[config.mk]
export PLATFORM = sky130hd
export DESIGN_NAME = bus_arbiter
export DESIGN_NICKNAME = d
export VERILOG_FILES = /design/src/rtl/bus_arbiter_pkg.sv /design/src/rtl/bus_rr_pick.sv /design/src/rtl/bus_arbiter.sv
export SDC_FILE = /design/constraint.sdc
export NUM_CORES = 1
export LEC_CHECK = 0
export CAP_MARGIN = 20
export CORE_ASPECT_RATIO = 1.25
export CORE_MARGIN = 1
export CORE_UTILIZATION = 37
export CTS_CLUSTER_SIZE = 24
export DETAILED_ROUTE_END_ITERATION = 8
export PLACE_DENSITY = 0.89
export SLEW_MARGIN = 20
export SYNTH_ARGS = -nofsm -noshare
export SYNTH_HDL_FRONTEND = slang
export SYNTH_SLANG_ARGS = --single-unit
[constraint.sdc]
create_clock -name clk -period 2.4 [get_ports clk]
set_clock_uncertainty 0.05 [all_clocks]
set_input_delay 0.48 -clock clk [delete_from_list [all_inputs] [get_ports clk]]
set_output_delay 0.48 -clock clk [all_outputs]
set_load 0.01 [all_outputs]
[src/rtl/bus_arbiter_pkg.sv]
// Shared widths, requester count and FSM encoding for the system-bus arbiter.
package bus_arbiter_pkg;

    localparam int ARB_REQ_NUM    = 4;
    localparam int BUS_ADDR_WIDTH = 16;
    localparam int MEM_WIDTH      = 16;

    typedef enum logic [2:0] {
        ST_IDLE = 3'd0,
        ST_ALE  = 3'd1,
        ST_CMD  = 3'd2,
        ST_XFER = 3'd3,
        ST_DONE = 3'd4
    } arb_state_e;

    // Modular increment used for both the search order and the pointer update.
    function automatic int wrap_add(input int a, input int b, input int n);
        return (a + b) % n;
    endfunction

endpackage

[src/rtl/bus_rr_pick.sv]
// Round-robin picker: first asserted request at or after ptr_i, with wrap-around.
module bus_rr_pick
    import bus_arbiter_pkg::*;
#(
    parameter int N     = ARB_REQ_NUM,
    parameter int IDX_W = $clog2(N)
) (
    input  logic [N-1:0]     req_i,
    input  logic [IDX_W-1:0] ptr_i,
    output logic             valid_o,
    output logic [IDX_W-1:0] idx_o
);

    always_comb begin
        // NOTE: every output gets a default before the loop, so no path leaves it unassigned and no latch is inferred.
        valid_o = 1'b0;
        idx_o   = '0;
        // Scan from the farthest offset down so the nearest request to ptr_i wins.
        for (int k = N - 1; k >= 0; k--) begin
            if (req_i[IDX_W'(wrap_add(int'(ptr_i), k, N))]) begin
                valid_o = 1'b1;
                idx_o   = IDX_W'(wrap_add(int'(ptr_i), k, N));
            end
        end
    end

endmodule

[src/rtl/bus_arbiter.sv]
// Round-robin arbiter granting N_REQ requesters one five-cycle system-bus transaction at a time.
module bus_arbiter
    import bus_arbiter_pkg::*;
#(
    parameter int N_REQ = ARB_REQ_NUM
) (
    input  logic                            clk,
    input  logic                            rst,
    input  logic [N_REQ-1:0]                req,
    input  logic [N_REQ-1:0]                req_we,
    input  logic [N_REQ*BUS_ADDR_WIDTH-1:0] req_addr,
    input  logic [N_REQ*MEM_WIDTH-1:0]      req_wdata,
    output logic [N_REQ-1:0]                ack,
    output logic [MEM_WIDTH-1:0]            rdata,
    output logic                            busy,
    output logic                            ale_en,
    output logic                            bus_read_en,
    output logic                            bus_write_en,
    output logic [BUS_ADDR_WIDTH-1:0]       addr_input,
    output logic [MEM_WIDTH-1:0]            data_write,
    input  logic [MEM_WIDTH-1:0]            data_read
);

    localparam int IDX_W = $clog2(N_REQ);

    arb_state_e                state_q;
    logic [IDX_W-1:0]          ptr_q;
    logic [IDX_W-1:0]          id_q;
    logic                      we_q;
    logic [BUS_ADDR_WIDTH-1:0] addr_q;
    logic [MEM_WIDTH-1:0]      wdata_q;
    logic [MEM_WIDTH-1:0]      rdata_q;
    logic [N_REQ-1:0]          ack_q;
    logic                      busy_q;
    logic                      ale_q;
    logic                      rd_q;
    logic                      wr_q;

    logic [N_REQ-1:0]          eligible;
    logic                      pick_valid;
    logic [IDX_W-1:0]          pick_idx;

    // A requester being acknowledged this cycle must not win again immediately.
    assign eligible = req & ~ack_q;

    bus_rr_pick #(.N(N_REQ), .IDX_W(IDX_W)) u_pick (
        .req_i   (eligible),
        .ptr_i   (ptr_q),
        .valid_o (pick_valid),
        .idx_o   (pick_idx)
    );

    // NOTE: state uses non-blocking assignments so every register samples the pre-edge values.
    always_ff @(posedge clk) begin
        if (rst) begin
            state_q <= ST_IDLE;
            ptr_q   <= '0;
            id_q    <= '0;
            we_q    <= 1'b0;
            addr_q  <= '0;
            wdata_q <= '0;
            rdata_q <= '0;
            ack_q   <= '0;
            busy_q  <= 1'b0;
            ale_q   <= 1'b0;
            rd_q    <= 1'b0;
            wr_q    <= 1'b0;
        end else begin
            ack_q <= '0;
            case (state_q)
                ST_IDLE: begin
                    if (pick_valid) begin
                        state_q <= ST_ALE;
                        id_q    <= pick_idx;
                        we_q    <= req_we[pick_idx];
                        addr_q  <= req_addr[int'(pick_idx)*BUS_ADDR_WIDTH +: BUS_ADDR_WIDTH];
                        wdata_q <= req_wdata[int'(pick_idx)*MEM_WIDTH +: MEM_WIDTH];
                        busy_q  <= 1'b1;
                        ale_q   <= 1'b1;
                    end
                end
                ST_ALE: begin
                    state_q <= ST_CMD;
                    ale_q   <= 1'b0;
                    rd_q    <= ~we_q;
                    wr_q    <= we_q;
                end
                ST_CMD: begin
                    state_q <= ST_XFER;
                    rd_q    <= 1'b0;
                    wr_q    <= 1'b0;
                end
                ST_XFER: begin
                    state_q <= ST_DONE;
                end
                ST_DONE: begin
                    state_q     <= ST_IDLE;
                    busy_q      <= 1'b0;
                    addr_q      <= '0;
                    wdata_q     <= '0;
                    ack_q[id_q] <= 1'b1;
                    ptr_q       <= IDX_W'(wrap_add(int'(id_q), 1, N_REQ));
                    if (!we_q) begin
                        rdata_q <= data_read;
                    end
                end
                default: begin
                    state_q <= ST_IDLE;
                    busy_q  <= 1'b0;
                    ale_q   <= 1'b0;
                    rd_q    <= 1'b0;
                    wr_q    <= 1'b0;
                    addr_q  <= '0;
                    wdata_q <= '0;
                end
            endcase
        end
    end

    assign ack          = ack_q;
    assign rdata        = rdata_q;
    assign busy         = busy_q;
    assign ale_en       = ale_q;
    assign bus_read_en  = rd_q;
    assign bus_write_en = wr_q;
    assign addr_input   = addr_q;
    assign data_write   = wdata_q;

endmodule

==> results <==
- Dividing total power by cell area gives a power density of ~560 nW/um^2.
- The proportion of synthesized flip-flops having asynchronous set or reset is 0%.
- The TritonCTS clock tree is yes.
- The number of different library cells used by synthesis comes to 41.
- The die is 107 um tall.
- The internal power is about 2400 uW.
- The net count of the finished layout is around 720.
- The peak ir drop on the vdd network is 468 uV.
- The worst-margin pin slew is 0.432 ns.
- Counting every net in the synthesized netlist gives 498.
- The core region is 8380 sq um.
- Pin placement for this block handled between 200 and 250 I/O pins.
- For this run the aggregate overflow at the end of global routing stands at 0.
- The initial DRC count is roughly 110.
- The die area is 9120 sq um.
- The highest clock rate is 0.464 GHz.
- Once the floorplan was initialized, standard cells occupied ~39% of the core.
- The largest buffer count on any clock path is 2.
- Across the run, the number of max-cap violations was 0.
- The setup violation total in the final timing report is 0.
- For the worst-skew pair, the clock arrives at the later sink with an insertion delay of ~0.33 ns.
- The number of antenna violations at the first check in global routing was 0.
- The post-DP HPWL is between 8000 and 9000 um.
- The maximum number of pins on one net before global-route repair is 31.
- The worst slew margin relative to its limit is 71.1%.
- After detailed routing, the number of remaining DRC violations is 0.
- The worst setup path is captured at a flip-flop.
- Global routing used 23.0% of the available tracks.
- Of all nets on the critical path, the largest fanout is 30.
- The biggest area contributor in the post-synthesis netlist is dfxtp_1.
- The worst min-delay path class is reg2reg.
- Net switching is 25.9% of the power.
- The most used flip-flop cell after synthesis is dfxtp_1.
- Data on the critical path is required at its endpoint by approximately 2.6 ns.
- The leakage power total is 0.00212 uW.
- Setup repair after global routing left no endpoint under its margin.
- The synthesized netlist occupies a cell area of 3240 sq um.
- The detail route stage leaves a number of antenna-violating nets equal to 0.
- The post-synthesis register bit count is 64.
- Post-CTS repair changed the size of 0 cells.
- The mean area per synthesized cell is 9.52 sq um.
- The share of total power dissipated in sequential elements is between 30% and 40%.
- The fraction of layout instances using a drive strength above 1 is 9.86%.
- The signed area change from the synthesized netlist to the final layout is 79.1%.
- The category of the most critical setup path is in2reg.
- The number of standard-cell rows in the floorplan is 37.
- The number of fill cells is 637.
- The floorplan die width is 85.6 um.
- The count of vias placed by the detailed router is 3,434.
- After clock tree synthesis, the clock-pin slew on the worst setup and hold paths is 0.08 ns.
- The number of flops mapped to enable cells by yosys is 0.
- Of the synthesized area, sequential elements account for roughly 40%.
- The most common cell in the netlist is nand2_1.
- Counting the buffers created by CTS gives 9.
- OpenSTA, run right after detailed placement, puts the worst setup slack at -0.284 ns.
- Of the total power, combinational logic draws 27.4%.
- In this run the tool buffered the top-level ports with 209 buffer cells.
- The commonest cells after synthesis are nand2_1 (74), dfxtp_1 (64), mux2i_1 (64), o221ai_1 (31), a21oi_1 (26).
- Subtracting the final worst setup slack from the clock period gives between 2 and 2.5 ns.
- The total clock sinks is 64.
- The congestion estimate from routability-driven global placement came to 0.837.
- Synthesis produced a netlist whose cell count is 340.
- The number of H-tree levels is 3.
- Of the total power, the clock network draws 35.0%.
- Once placement completed, the tool counted placed cells totaling 665.
- For this run, the number of Yosys warnings is 0.
- The number of hold violations in the final report is 0.
- The reported net switching power is 841 uW.
- After clock tree synthesis, the setup repair step added 0 buffers.
- The share of the clock period used by the worst path after layout is between 80% and 90%.
- Cells fill 69.2% of the core in the end.
- The library cell used as clock root buffer is clkbuf_8.
- The number of global-route vias before repair was 3,515.
- Data on the critical path arrives at its endpoint at 2.31 ns.
- The area share of the leading cell type in the synthesized netlist is 39.6%.
- In the routed layout, each cell is associated on average with a via count of 5.01.
- The setup slack after layout is 0.243 ns.
- The non-filler instance count after layout is 685.
- The number of slew-limit violations in the final report came to 0.
- Sorting the synthesized cells by area gives the leading types as dfxtp_1 (40%), mux2i_1 (20%), nand2_1 (8.6%).
- The first global-routing pass estimated 16,400 um of wire.
- The number of antenna diodes in the final layout is 0.
- The flow ran to the end, and the final reports show no timing, DRC or antenna violations.
- Summed over all layers, the routed wires come to between 10,000 and 15,000 um.
- For this design, the CTS-stage hold fixing added 0 buffers.
- The average detailed-routed wire length per instance is between 15 and 20 um.
- The first detailed-routing pass ran for 4 iterations.
- The kind of start point of the critical path is a primary input.
[power by group through the flow]
| stage | logic (uW) | clock network (uW) | registers [uW] |
|---|---|---|---|
| detailed placement | 885 | 0 | 1250 |
| CTS | 888 | 1160 | 1220 |
| finish | 891 | 1140 | 1220 |
| floorplan | 330 | 0 | 1280 |
| global placement | 866 | 0 | 1240 |
| global route | 953 | 1210 | 1240 |
[final timing paths]
check / startpoint / end / slack, ns / cells after the start
setup reg to reg: ack[3]$_SDFF_PP0_ / addr_input[4]$_SDFFE_PP0P_ / 0.45 / 7
setup / recovery: req[3] / addr_input[4]$_SDFFE_PP0P_ / 0.24 / 8
hold / removal: rdata[1]$_SDFFE_PP0P_ / rdata[1]$_SDFFE_PP0P_ / 0.41 / 2
hold reg to reg: rdata[1]$_SDFFE_PP0P_ / rdata[1]$_SDFFE_PP0P_ / 0.41 / 2
[stage by stage]
step	power, uW	setup TNS, ns	area (sq um)	hold WS (ns)
final	3250	0	5790	0.407
after detailed placement	2130	-7.20	5510	0.396
after global routing	3400	0	5790	0.430
after floorplan	1610	0	3240	0.428
after global placement	2110	-4.92	5510	0.393
after CTS	3270	0	5750	0.408
[per-layer routing]
| layer | global-route usage [%] | part of all wire, % | wire length [um] |
|---|---|---|---|
| met4 | 9.40 | 2.8 | 296 |
| met5 | 0 | 0 | 0 |
| met1 | 21.7 | 35 | 3740 |
| met2 | 45.8 | 55 | 5760 |
| met3 | 6.13 | 7.0 | 741 |
[cell usage in the layout (no fill, tap or decap), types with 2 or more instances in the layout]
cell type and n:
clkdlybuf4s50_1 209, nand2_1 74, mux2i_1 64, dfxtp_1 64, o221ai_1 31, a21oi_1 26, buf_4 22, clkbuf_8 9
nor2_1 7, inv_1 5, nor3_1 5, buf_12 5, and2_1 4, ha_1 4, nand2b_1 3, bufinv_16 3
nor2b_1 2, mux2i_2 2, o221ai_2 2, o21ai_0 2, clkinv_4 2
[cells by family (layout without fill, tap and decap cells)]
family                     count (synthesis)  in the layout  synth area share, %
AOI/OAI and AO/OA                         68             68                 16.0
xor gates and xnor gates                   1              1                0.271
adders and majority gates                  4              4                 1.55
buffers and inverters                     29            257                 6.77
DFF                                       64             64                 39.6
muxes                                     66             66                 20.6
and+or+nand+nor                          108            108                 15.2
[cell type report]
type,count,area [sq um],area share [%]
clock buffers,9,124,2.14
clock inverters,7,120,2.07
inverters,5,18.8,0.324
multi-input cells,247,1750,30.1
flip-flops and latches,64,1280,22.1
well taps,117,146,2.53
repair buffers,236,2360,40.7
[sequential cells by signal, summed over array words and instances (netlist names)]
register,count
addr_input,16
data_write,16
rdata,16
ack,4
state_q,3
id_q,2
ptr_q,2
ale_en,1
bus_read_en,1
bus_write_en,1
busy,1
we_q,1
[critical path, cell delays in order]
cell and delay, ns:
clkdlybuf4s50_1 0.41, and2b_4 0.17, buf_4 0.14, o41ai_4 0.45
nor3_1 0.11, nand2_1 0.17, buf_12 0.21, o221ai_1 0.15
Power figures use the tool's default switching activity.
